--- config.mk ---
export PLATFORM = sky130hd
export DESIGN_NAME = bofs_iterator
export DESIGN_NICKNAME = d
export VERILOG_FILES = /design/src/rtl/TauCfg.sv /design/src/rtl/bofs_iterator_pkg.sv /design/src/rtl/bofs_odometer_step.sv /design/src/rtl/bofs_iterator.sv
export SDC_FILE = /design/constraint.sdc
export NUM_CORES = 1
export LEC_CHECK = 0
export ABC_AREA = 1
export BUFFER_PORTS_ARGS = -buffer_cell sky130_fd_sc_hd__buf_2
export CAP_MARGIN = 20
export CORE_UTILIZATION = 45
export DETAILED_ROUTE_END_ITERATION = 8
export HOLD_SLACK_MARGIN = 0.03
export PLACE_DENSITY = 0.74
export SYNTH_ARGS = -nofsm -noshare
export SYNTH_HDL_FRONTEND = slang
export SYNTH_SLANG_ARGS = --single-unit
--- constraint.sdc ---
create_clock -name i_clk -period 7.95 [get_ports i_clk]
set_input_delay 2.385 -clock i_clk [delete_from_list [all_inputs] [get_ports i_clk]]
set_output_delay 2.385 -clock i_clk [all_outputs]
set_load 0.01 [all_outputs]
--- src/rtl/TauCfg.sv ---
// Shared TileAccumUnit configuration: work width, dimensionality and the
// packed per-dimension offset vector used along the block-offset path.
package TauCfg;

    localparam int unsigned WORK_BW = 16;
    localparam int unsigned DIM     = 2;

    // Element [d] holds dimension d; dimension DIM-1 is the innermost.
    typedef logic [DIM-1:0][WORK_BW-1:0] bofs_vec_t;

endpackage

--- src/rtl/bofs_iterator_pkg.sv ---
// Helpers local to the block-offset iterator.
package bofs_iterator_pkg;

    import TauCfg::*;

    // A range is empty when any dimension has begin at or past its end.
    function automatic logic any_empty(input bofs_vec_t beg, input bofs_vec_t bnd);
        logic r;
        r = 1'b0;
        for (int d = 0; d < int'(DIM); d++) begin
            if (beg[d] >= bnd[d]) r = 1'b1;
        end
        return r;
    endfunction

endpackage

--- src/rtl/bofs_odometer_step.sv ---
// One combinational odometer step over a DIM-wide offset.
// Ports:
//   cur_i, beg_i, end_i, stride_i : current offset and range configuration
//   next_o                        : offset after one advance
//   all_wrap_o                    : every dimension wraps, i.e. cur_i is the final offset
module bofs_odometer_step
    import TauCfg::*;
(
    input  logic [DIM-1:0][WORK_BW-1:0] cur_i,
    input  logic [DIM-1:0][WORK_BW-1:0] beg_i,
    input  logic [DIM-1:0][WORK_BW-1:0] end_i,
    input  logic [DIM-1:0][WORK_BW-1:0] stride_i,
    output logic [DIM-1:0][WORK_BW-1:0] next_o,
    output logic                        all_wrap_o
);

    localparam int unsigned SUM_BW = WORK_BW + 1;

    // Carry ripples from the innermost dimension outward; the sum keeps an
    // extra bit so offsets near the top of the range never alias to zero.
    always_comb begin
        logic              carry;
        logic [SUM_BW-1:0] sum;
        next_o = cur_i;
        carry  = 1'b1;
        sum    = '0;
        for (int d = int'(DIM) - 1; d >= 0; d--) begin
            sum = SUM_BW'(cur_i[d]) + SUM_BW'(stride_i[d]);
            if (carry) begin
                if ((stride_i[d] == '0) || (sum >= SUM_BW'(end_i[d]))) begin
                    next_o[d] = beg_i[d];
                end else begin
                    next_o[d] = sum[WORK_BW-1:0];
                    carry     = 1'b0;
                end
            end
        end
        all_wrap_o = carry;
    end

endmodule

--- src/rtl/bofs_iterator.sv ---
// Block-offset sequencer: accepts one begin/end/stride range per tile and
// walks it as a nested odometer (innermost dimension DIM-1), one offset per
// handshake, alongside the registered range boundary.
// Ports:
//   i_clk, i_rst                    : clock, async active-low reset
//   i_cfg_valid / o_cfg_ready       : configuration handshake
//   i_bofs_beg/end/stride           : per-dimension range configuration
//   o_valid / i_ready               : offset output handshake
//   o_bofs, o_bboundary, o_last     : current offset, range end, final-offset flag
module bofs_iterator
    import TauCfg::*;
    import bofs_iterator_pkg::*;
(
    input  logic                        i_clk,
    input  logic                        i_rst,
    input  logic                        i_cfg_valid,
    output logic                        o_cfg_ready,
    input  logic [DIM-1:0][WORK_BW-1:0] i_bofs_beg,
    input  logic [DIM-1:0][WORK_BW-1:0] i_bofs_end,
    input  logic [DIM-1:0][WORK_BW-1:0] i_bofs_stride,
    output logic                        o_valid,
    input  logic                        i_ready,
    output logic [DIM-1:0][WORK_BW-1:0] o_bofs,
    output logic [DIM-1:0][WORK_BW-1:0] o_bboundary,
    output logic                        o_last
);

    typedef enum logic {IDLE, RUN} state_e;

    state_e    state_q, state_d;
    logic      valid_q, valid_d;
    logic      cfg_ready_q, cfg_ready_d;
    logic      last_q, last_d;
    bofs_vec_t bofs_q, bofs_d;
    bofs_vec_t beg_q, beg_d;
    bofs_vec_t bnd_q, bnd_d;
    bofs_vec_t stride_q, stride_d;

    bofs_vec_t step_next;
    logic      step_wrap;
    bofs_vec_t look_cur, look_beg, look_end, look_stride;
    bofs_vec_t look_next;
    logic      look_wrap;

    // Advance of the live offset.
    bofs_odometer_step u_step (
        .cur_i      (bofs_q),
        .beg_i      (beg_q),
        .end_i      (bnd_q),
        .stride_i   (stride_q),
        .next_o     (step_next),
        .all_wrap_o (step_wrap)
    );

    // Look-ahead on whatever offset gets loaded next: the incoming begin
    // vector while idle, the advanced offset while running. Its wrap flag
    // becomes the registered o_last.
    always_comb begin
        if (state_q == IDLE) begin
            look_cur    = i_bofs_beg;
            look_beg    = i_bofs_beg;
            look_end    = i_bofs_end;
            look_stride = i_bofs_stride;
        end else begin
            look_cur    = step_next;
            look_beg    = beg_q;
            look_end    = bnd_q;
            look_stride = stride_q;
        end
    end

    bofs_odometer_step u_look (
        .cur_i      (look_cur),
        .beg_i      (look_beg),
        .end_i      (look_end),
        .stride_i   (look_stride),
        .next_o     (look_next),
        .all_wrap_o (look_wrap)
    );

    // State and datapath registers.
    always_ff @(posedge i_clk or negedge i_rst) begin
        if (!i_rst) begin
            state_q     <= IDLE;
            valid_q     <= 1'b0;
            cfg_ready_q <= 1'b1;
            last_q      <= 1'b0;
            bofs_q      <= '0;
            beg_q       <= '0;
            bnd_q       <= '0;
            stride_q    <= '0;
        end else begin
            state_q     <= state_d;
            valid_q     <= valid_d;
            cfg_ready_q <= cfg_ready_d;
            last_q      <= last_d;
            bofs_q      <= bofs_d;
            beg_q       <= beg_d;
            bnd_q       <= bnd_d;
            stride_q    <= stride_d;
        end
    end

    // Next-state and datapath update.
    always_comb begin
        state_d  = state_q;
        last_d   = last_q;
        bofs_d   = bofs_q;
        beg_d    = beg_q;
        bnd_d    = bnd_q;
        stride_d = stride_q;

        case (state_q)
            IDLE: begin
                if (i_cfg_valid && cfg_ready_q) begin
                    beg_d    = i_bofs_beg;
                    bnd_d    = i_bofs_end;
                    stride_d = i_bofs_stride;
                    // Empty ranges are latched but produce no output.
                    if (!any_empty(i_bofs_beg, i_bofs_end)) begin
                        bofs_d  = i_bofs_beg;
                        last_d  = look_wrap;
                        state_d = RUN;
                    end
                end
            end
            RUN: begin
                if (valid_q && i_ready) begin
                    // step_wrap on the live offset is the same condition as o_last.
                    if (step_wrap) begin
                        last_d  = 1'b0;
                        state_d = IDLE;
                    end else begin
                        bofs_d = step_next;
                        last_d = look_wrap;
                    end
                end
            end
            default: state_d = IDLE;
        endcase

        valid_d     = (state_d == RUN);
        cfg_ready_d = (state_d == IDLE);
    end

    assign o_valid     = valid_q;
    assign o_cfg_ready = cfg_ready_q;
    assign o_last      = last_q;
    assign o_bofs      = bofs_q;
    assign o_bboundary = bnd_q;

endmodule

# == Word-level counts from Yosys, hierarchy flattened ==
# Index checks and enable logic that the tools add are counted.
# classes
eq_ne,4
muxes,31
bitwise_logic,2
add_sub_neg,4
div_mod_pow,0
n_shift,0
mul,0
n_reduce_logical,13
magnitude_cmp,6
# ops
cell,n
$mux 32,7
$add 16x16->17,4
$ge 17x16->1,4
$logic_not 16->1,4
$pmux 32 s2,1
$mux 16,3
$ge 16x16->1,2
$mux 1,18
$logic_or 1x1->1,4
$ne 2x1->1 const B,2
$ne 2x2->1 const B,2
$pmux 1 s2,2
$reduce_and 4->1,1
$reduce_and 3->1,1
$logic_and 1x1->1,2
$not 1->1,2
$reduce_and 2->1,1
# word_totals
latchBits,0
n_memories,0
rom_bits,0
ramBits,0
out_inout_bits,67
register_bits,131
elab_cells,71
input_bits,100

# == Depth between registers and ports, before layout ==
# depth
depth_word,14
ltp_mapped,46
depth_no_buf,46

# == By module ==
# From an unflattened synthesis, not the netlist that was laid out.
# hier_totals
hier_cells,2083
hier_area_um2,13760.7
# modules_own_cells
mod,area_each_um2,instances,seq_area_each_um2,cells_per_inst
bofs_iterator,7160.6,1,3279.4,930
bofs_odometer_step at u_look,3385.7,1,0.0,586
bofs_odometer_step at u_step,3214.3,1,0.0,567

# == Least setup slack after synthesis ==
# Ideal clock, no wire load.
# synth_timing
path_kind,register to register
startpoint,"register bofs_q, in the netlist o_bofs[16]"
endpoint,register last_q (netlist: o_last)
setup_time_ns,0.117
t_required_ns,7.833
period_less_slack_ns,5.564
arrival_ns,5.447
n_path_buf,1
path_stages_with_launch,46
setup_slack_ns,2.386
path_cell_list,dfrtp_1 ha_1 fa_1 nand3_1 nand2_1 a21oi_1 o21ai_0 xnor2_1 inv_1 ha_1 nand2_1 nand2_1 a21oi_1 nand4_1 nand2_1 nand2_1 nand2_1 nand2_1 [10 not listed] nand3_1 nand2_1 nand2_1 nand2_1 nand3_1 nand2_1 xor2_1 ha_1 nand2_1 inv_1 nand3_1 nor4_1 a21oi_1 nand2_1 a21oi_1 nand2_1 nand3_1 nand2_1
# synth_between
elab_chain_len,14
word_cells_on_any_way,22
classes_between,3 x add/sub; 3 x order compare; 13 x mux; 3 x reduce/logical
# synth_lines
element,line_no,text
from (decl),bofs_iterator.sv:34,"bofs_vec_t bofs_q, bofs_d;"
from (signal assigned),bofs_iterator.sv:97,bofs_q <= bofs_d;
$add 16x16->17 (*),bofs_odometer_step.sv:28,sum = SUM_BW'(cur_i[d]) + SUM_BW'(stride_i[d]);
$ge 17x16->1,bofs_odometer_step.sv:30,if ((stride_i[d] == '0) || (sum >= SUM_BW'(end_i[d]))) begin
$logic_or 1x1->1,bofs_odometer_step.sv:30,
$mux 1,bofs_odometer_step.sv:30,
$mux 16,bofs_odometer_step.sv:29,if (carry) begin
$mux 32,bofs_iterator.sv:59,if (state_q == IDLE) begin
$add 16x16->17,bofs_odometer_step.sv:28,
$ge 17x16->1,bofs_odometer_step.sv:30,
$logic_or 1x1->1,bofs_odometer_step.sv:30,
$mux 1,bofs_odometer_step.sv:30,
$mux 1,bofs_odometer_step.sv:29,
$mux 1 (on tied branches),"bofs_iterator.sv:130, bofs_iterator.sv:120",
$mux 1 (on tied branches),"bofs_iterator.sv:128, bofs_iterator.sv:115",
$pmux 1 s2 (*),bofs_iterator.sv:113,case (state_q)
to (signal assigned),bofs_iterator.sv:96,last_q <= last_d;
to (decl),bofs_iterator.sv:33,"logic last_q, last_d;"
# Mark *: on every way between the ends. The rest lies on a longest branch, timed or not. The select of a mux whose other input is x is not followed.
# A chain may end at the register's enable or synchronous reset.

# == Worst setup path in the final report ==
# layout_timing
startpoint,register stride_q[16] (netlist name)
endpoint,register last_q (netlist: o_last)
# layout_between
elab_chain_len,14
word_cells_on_any_way,25
classes_between,3 x add/sub; 3 x order compare; 14 x mux; 5 x reduce/logical
# layout_lines
element,line_no,text
from (decl),bofs_iterator.sv:37,"bofs_vec_t stride_q, stride_d;"
from (signal assigned),bofs_iterator.sv:100,stride_q <= stride_d;
$add 16x16->17,bofs_odometer_step.sv:28,
$ge 17x16->1,bofs_odometer_step.sv:30,
$logic_or 1x1->1,bofs_odometer_step.sv:30,
$mux 1,bofs_odometer_step.sv:30,
$mux 16,bofs_odometer_step.sv:29,
$mux 32,bofs_iterator.sv:59,
$add 16x16->17,bofs_odometer_step.sv:28,
$ge 17x16->1,bofs_odometer_step.sv:30,
$logic_or 1x1->1,bofs_odometer_step.sv:30,
$mux 1,bofs_odometer_step.sv:30,
$mux 1,bofs_odometer_step.sv:29,
$mux 1 (on tied branches),"bofs_iterator.sv:130, bofs_iterator.sv:120",
$mux 1 (on tied branches),"bofs_iterator.sv:128, bofs_iterator.sv:115",
$pmux 1 s2 (*),bofs_iterator.sv:113,
# Marked as above.

==> impl_metrics.ini <==
[outcome]
status = complete, no violations

[logic_synthesis]
synthCells = 1746
synth.distinct_cells = 50
synth.most_common_cell = nand2_1
yosys_register_bits = 131
synth_edf_count = 0
yosys_warnings = 0
synthSimpleGateAreaFrac_pct = 28.0
synth-async-reset-ratio_pct = 100
synth_nets = 2010
synth_top_family_by_area = simple AND/OR/NAND/NOR gates
synth_mux_area_share_pct = 1.11
synthAdderAreaFrac_pct = 17.1
synth.largest_area_cell = dfrtp_1
syn_area_um2 = 12200
synth_compound_area_share_pct = 14.2
syn_avg_cell_area_um2 = 6.99
yosys.area_share.xor_xnor_pct = 3.37
synth_top_area_share_pct = 26.7
synth_common_cells = 501 x nand2_1, 222 x inv_1, 179 x o21ai_0
synth-seq-area-share_pct = 26.9
ys.flop_type = dfrtp_1
synth.area.top_cells = dfrtp_1 27%, ha_1 16%, nand2_1 15%, o21ai_0 7.3%, inv_1 6.8%

[clock_network]
cts_max_path_buffers = 2
cts_setup_buffers = 0
htree_levels = 4
hold_buffers = 0
cts.clk_slew.worst_paths_ps = 60
cts_root_buffer = clkbuf_16
cts.repair.resized = 0
cts_buffers = 17
clock_sinks = 131
cts_tree = yes
clock_latency_ps = 450

[die]
core_region_area_um2 = 26400
initial_core_util_pct = 46.3
die_h_um = 167
ios = 167
num_rows = 59
die-area_um2 = 27800
chipWidth_um = 167

[placed_design]
hpwl_um = 30000
pre_cts_ws_ps = 974
numPortBuffers = 166
place_congestion = 0.930

[min_path]
hold_class = reg2reg

[global_routing]
grt_start_max_net_pins = 115
antenna_found_initial = 3
grt_pass1_vias = 11700
grt_use_total_pct = 27.9
grt_pass1_wl_um = 60500
gr-total-overflow = 0

[sta]
hold_slack_ps = 486
max_freq_mhz = 140
finalCritPeriodShare_pct = 89.8
max_slew.worst_pin.slew_ps = 1060
finalSetupTns_ps = 0
fin_crit_ps = 7140
slew_headroom_pct = 29.3
drv_slew = 0
hold_viol = 0
fin_worst_skew_ps = 11.4
setup_slack_ps = 809
setup_viol = 0
rsz0062_at_grt = no

[final_layout]
nNetsFinal = 2142
drive_above_1_share_pct = 13.4
fill_cells = 2627
multi_input_area_um2 = 7790
area_growth_pct = 13.8
regArea_um2 = 3280
n_antenna_cell = 0

[run]
cap_violations = 0

[detailed_routing]
viasPerCell = 5.48
wl_per_cell_um = 17.1
drc = 0
vias = 12200
drt_iter0_drc = 990
routed_wl_um = 38200
drtPass1Iterations = 5
final_antenna_net_count = 0

[worst_setup_path]
critPathKind = reg2reg
critical_path.max_stage_delay_ps = 420
critPathMostFrequentCell = nand2_1
crit_slowest_cell = dfrtp_1
cp-start-kind = register
cp_data_arrival_time_ps = 7520
setup.worst_path.end_class = register
crit_fanout = 33
worstPathRequired_ps = 8330
[critical path: cells and delay by family (launching register included)]
kind / cells / cell delay (ps)
buffers and inverters: 3 / 620
xor gates and xnor gates: 2 / 310
adders and majority gates: 6 / 1980
DFF: 1 / 420
and+or+nand+nor: 24 / 2600
AOI/OAI and AO/OA: 8 / 1110
[stage by stage]
stage          util, %  instances  cell area (um^2)
2_1_floorplan        -       1746             12200
3_3_place_gp      50.2       2194             13200
4_1_cts           52.7       2226             13900
3_5_place_dp      50.2       2194             13200
6_report          52.7       2226             13900
5_1_grt           52.7       2226             13900
[layout make-up]
| class | count | area share (%) |
|---|---|---|
| multi-input combinational | 1328 | 56.0 |
| clock inverter | 12 | 1.46 |
| sequential | 131 | 23.6 |
| clock buffer | 20 | 3.29 |
| tap | 335 | 3.02 |
| inverter | 226 | 6.11 |
| timing repair buffer | 174 | 6.46 |
[final timing paths]
kind / from / endpoint / cells after the start / slack, ps
min in group asynchronous: i_rst / o_bboundary[11] / 1 / 2020
setup reg to reg: stride_q[16] / o_last / 43 / 810
hold / removal: beg_q[16] / beg_q[16] / 2 / 490
max in group asynchronous: i_rst / o_valid / 2 / 4670
hold reg to reg: beg_q[16] / beg_q[16] / 2 / 490
setup / recovery: stride_q[16] / o_last / 43 / 810
[cell families after synthesis]
| group | after synthesis |
|---|---|
| multiplexers | 12 |
| AO/OA/AOI/OAI | 321 |
| AND/OR/NAND/NOR | 784 |
| flip-flops | 131 |
| adder cells (fa/ha/maj) | 164 |
| buffers and inverters | 287 |
| XOR/XNOR | 47 |
[cells in the final DEF (no fill, tap or decap), drive strengths merged, types with 12 or more instances in the layout]
master,n
dfrtp,130
clkbuf,20
nand4,47
nand2,512
mux2,12
xor2,37
ha,160
a21oi,98
nor2,69
nor3,14
nor4,16
buf,174
o21ai,190
nand3,112
inv,227
[flip-flops by register name (all words and copies together), names as in the netlist]
register     cells
o_bboundary     32
o_cfg_ready      1
o_valid          1
beg_q           32
o_last           1
stride_q        32
o_bofs          32
[metal layers]
| metal | track usage [%] | wire, um |
|---|---|---|
| met5 | 0 | 18 |
| met4 | 18.1 | 2390 |
| met3 | 4.28 | 1830 |
| met2 | 50.3 | 19500 |
| met1 | 30.3 | 14500 |
Power is not shown: default switching activity piles up to over one toggle a cycle in this logic, so the estimate is an artifact.
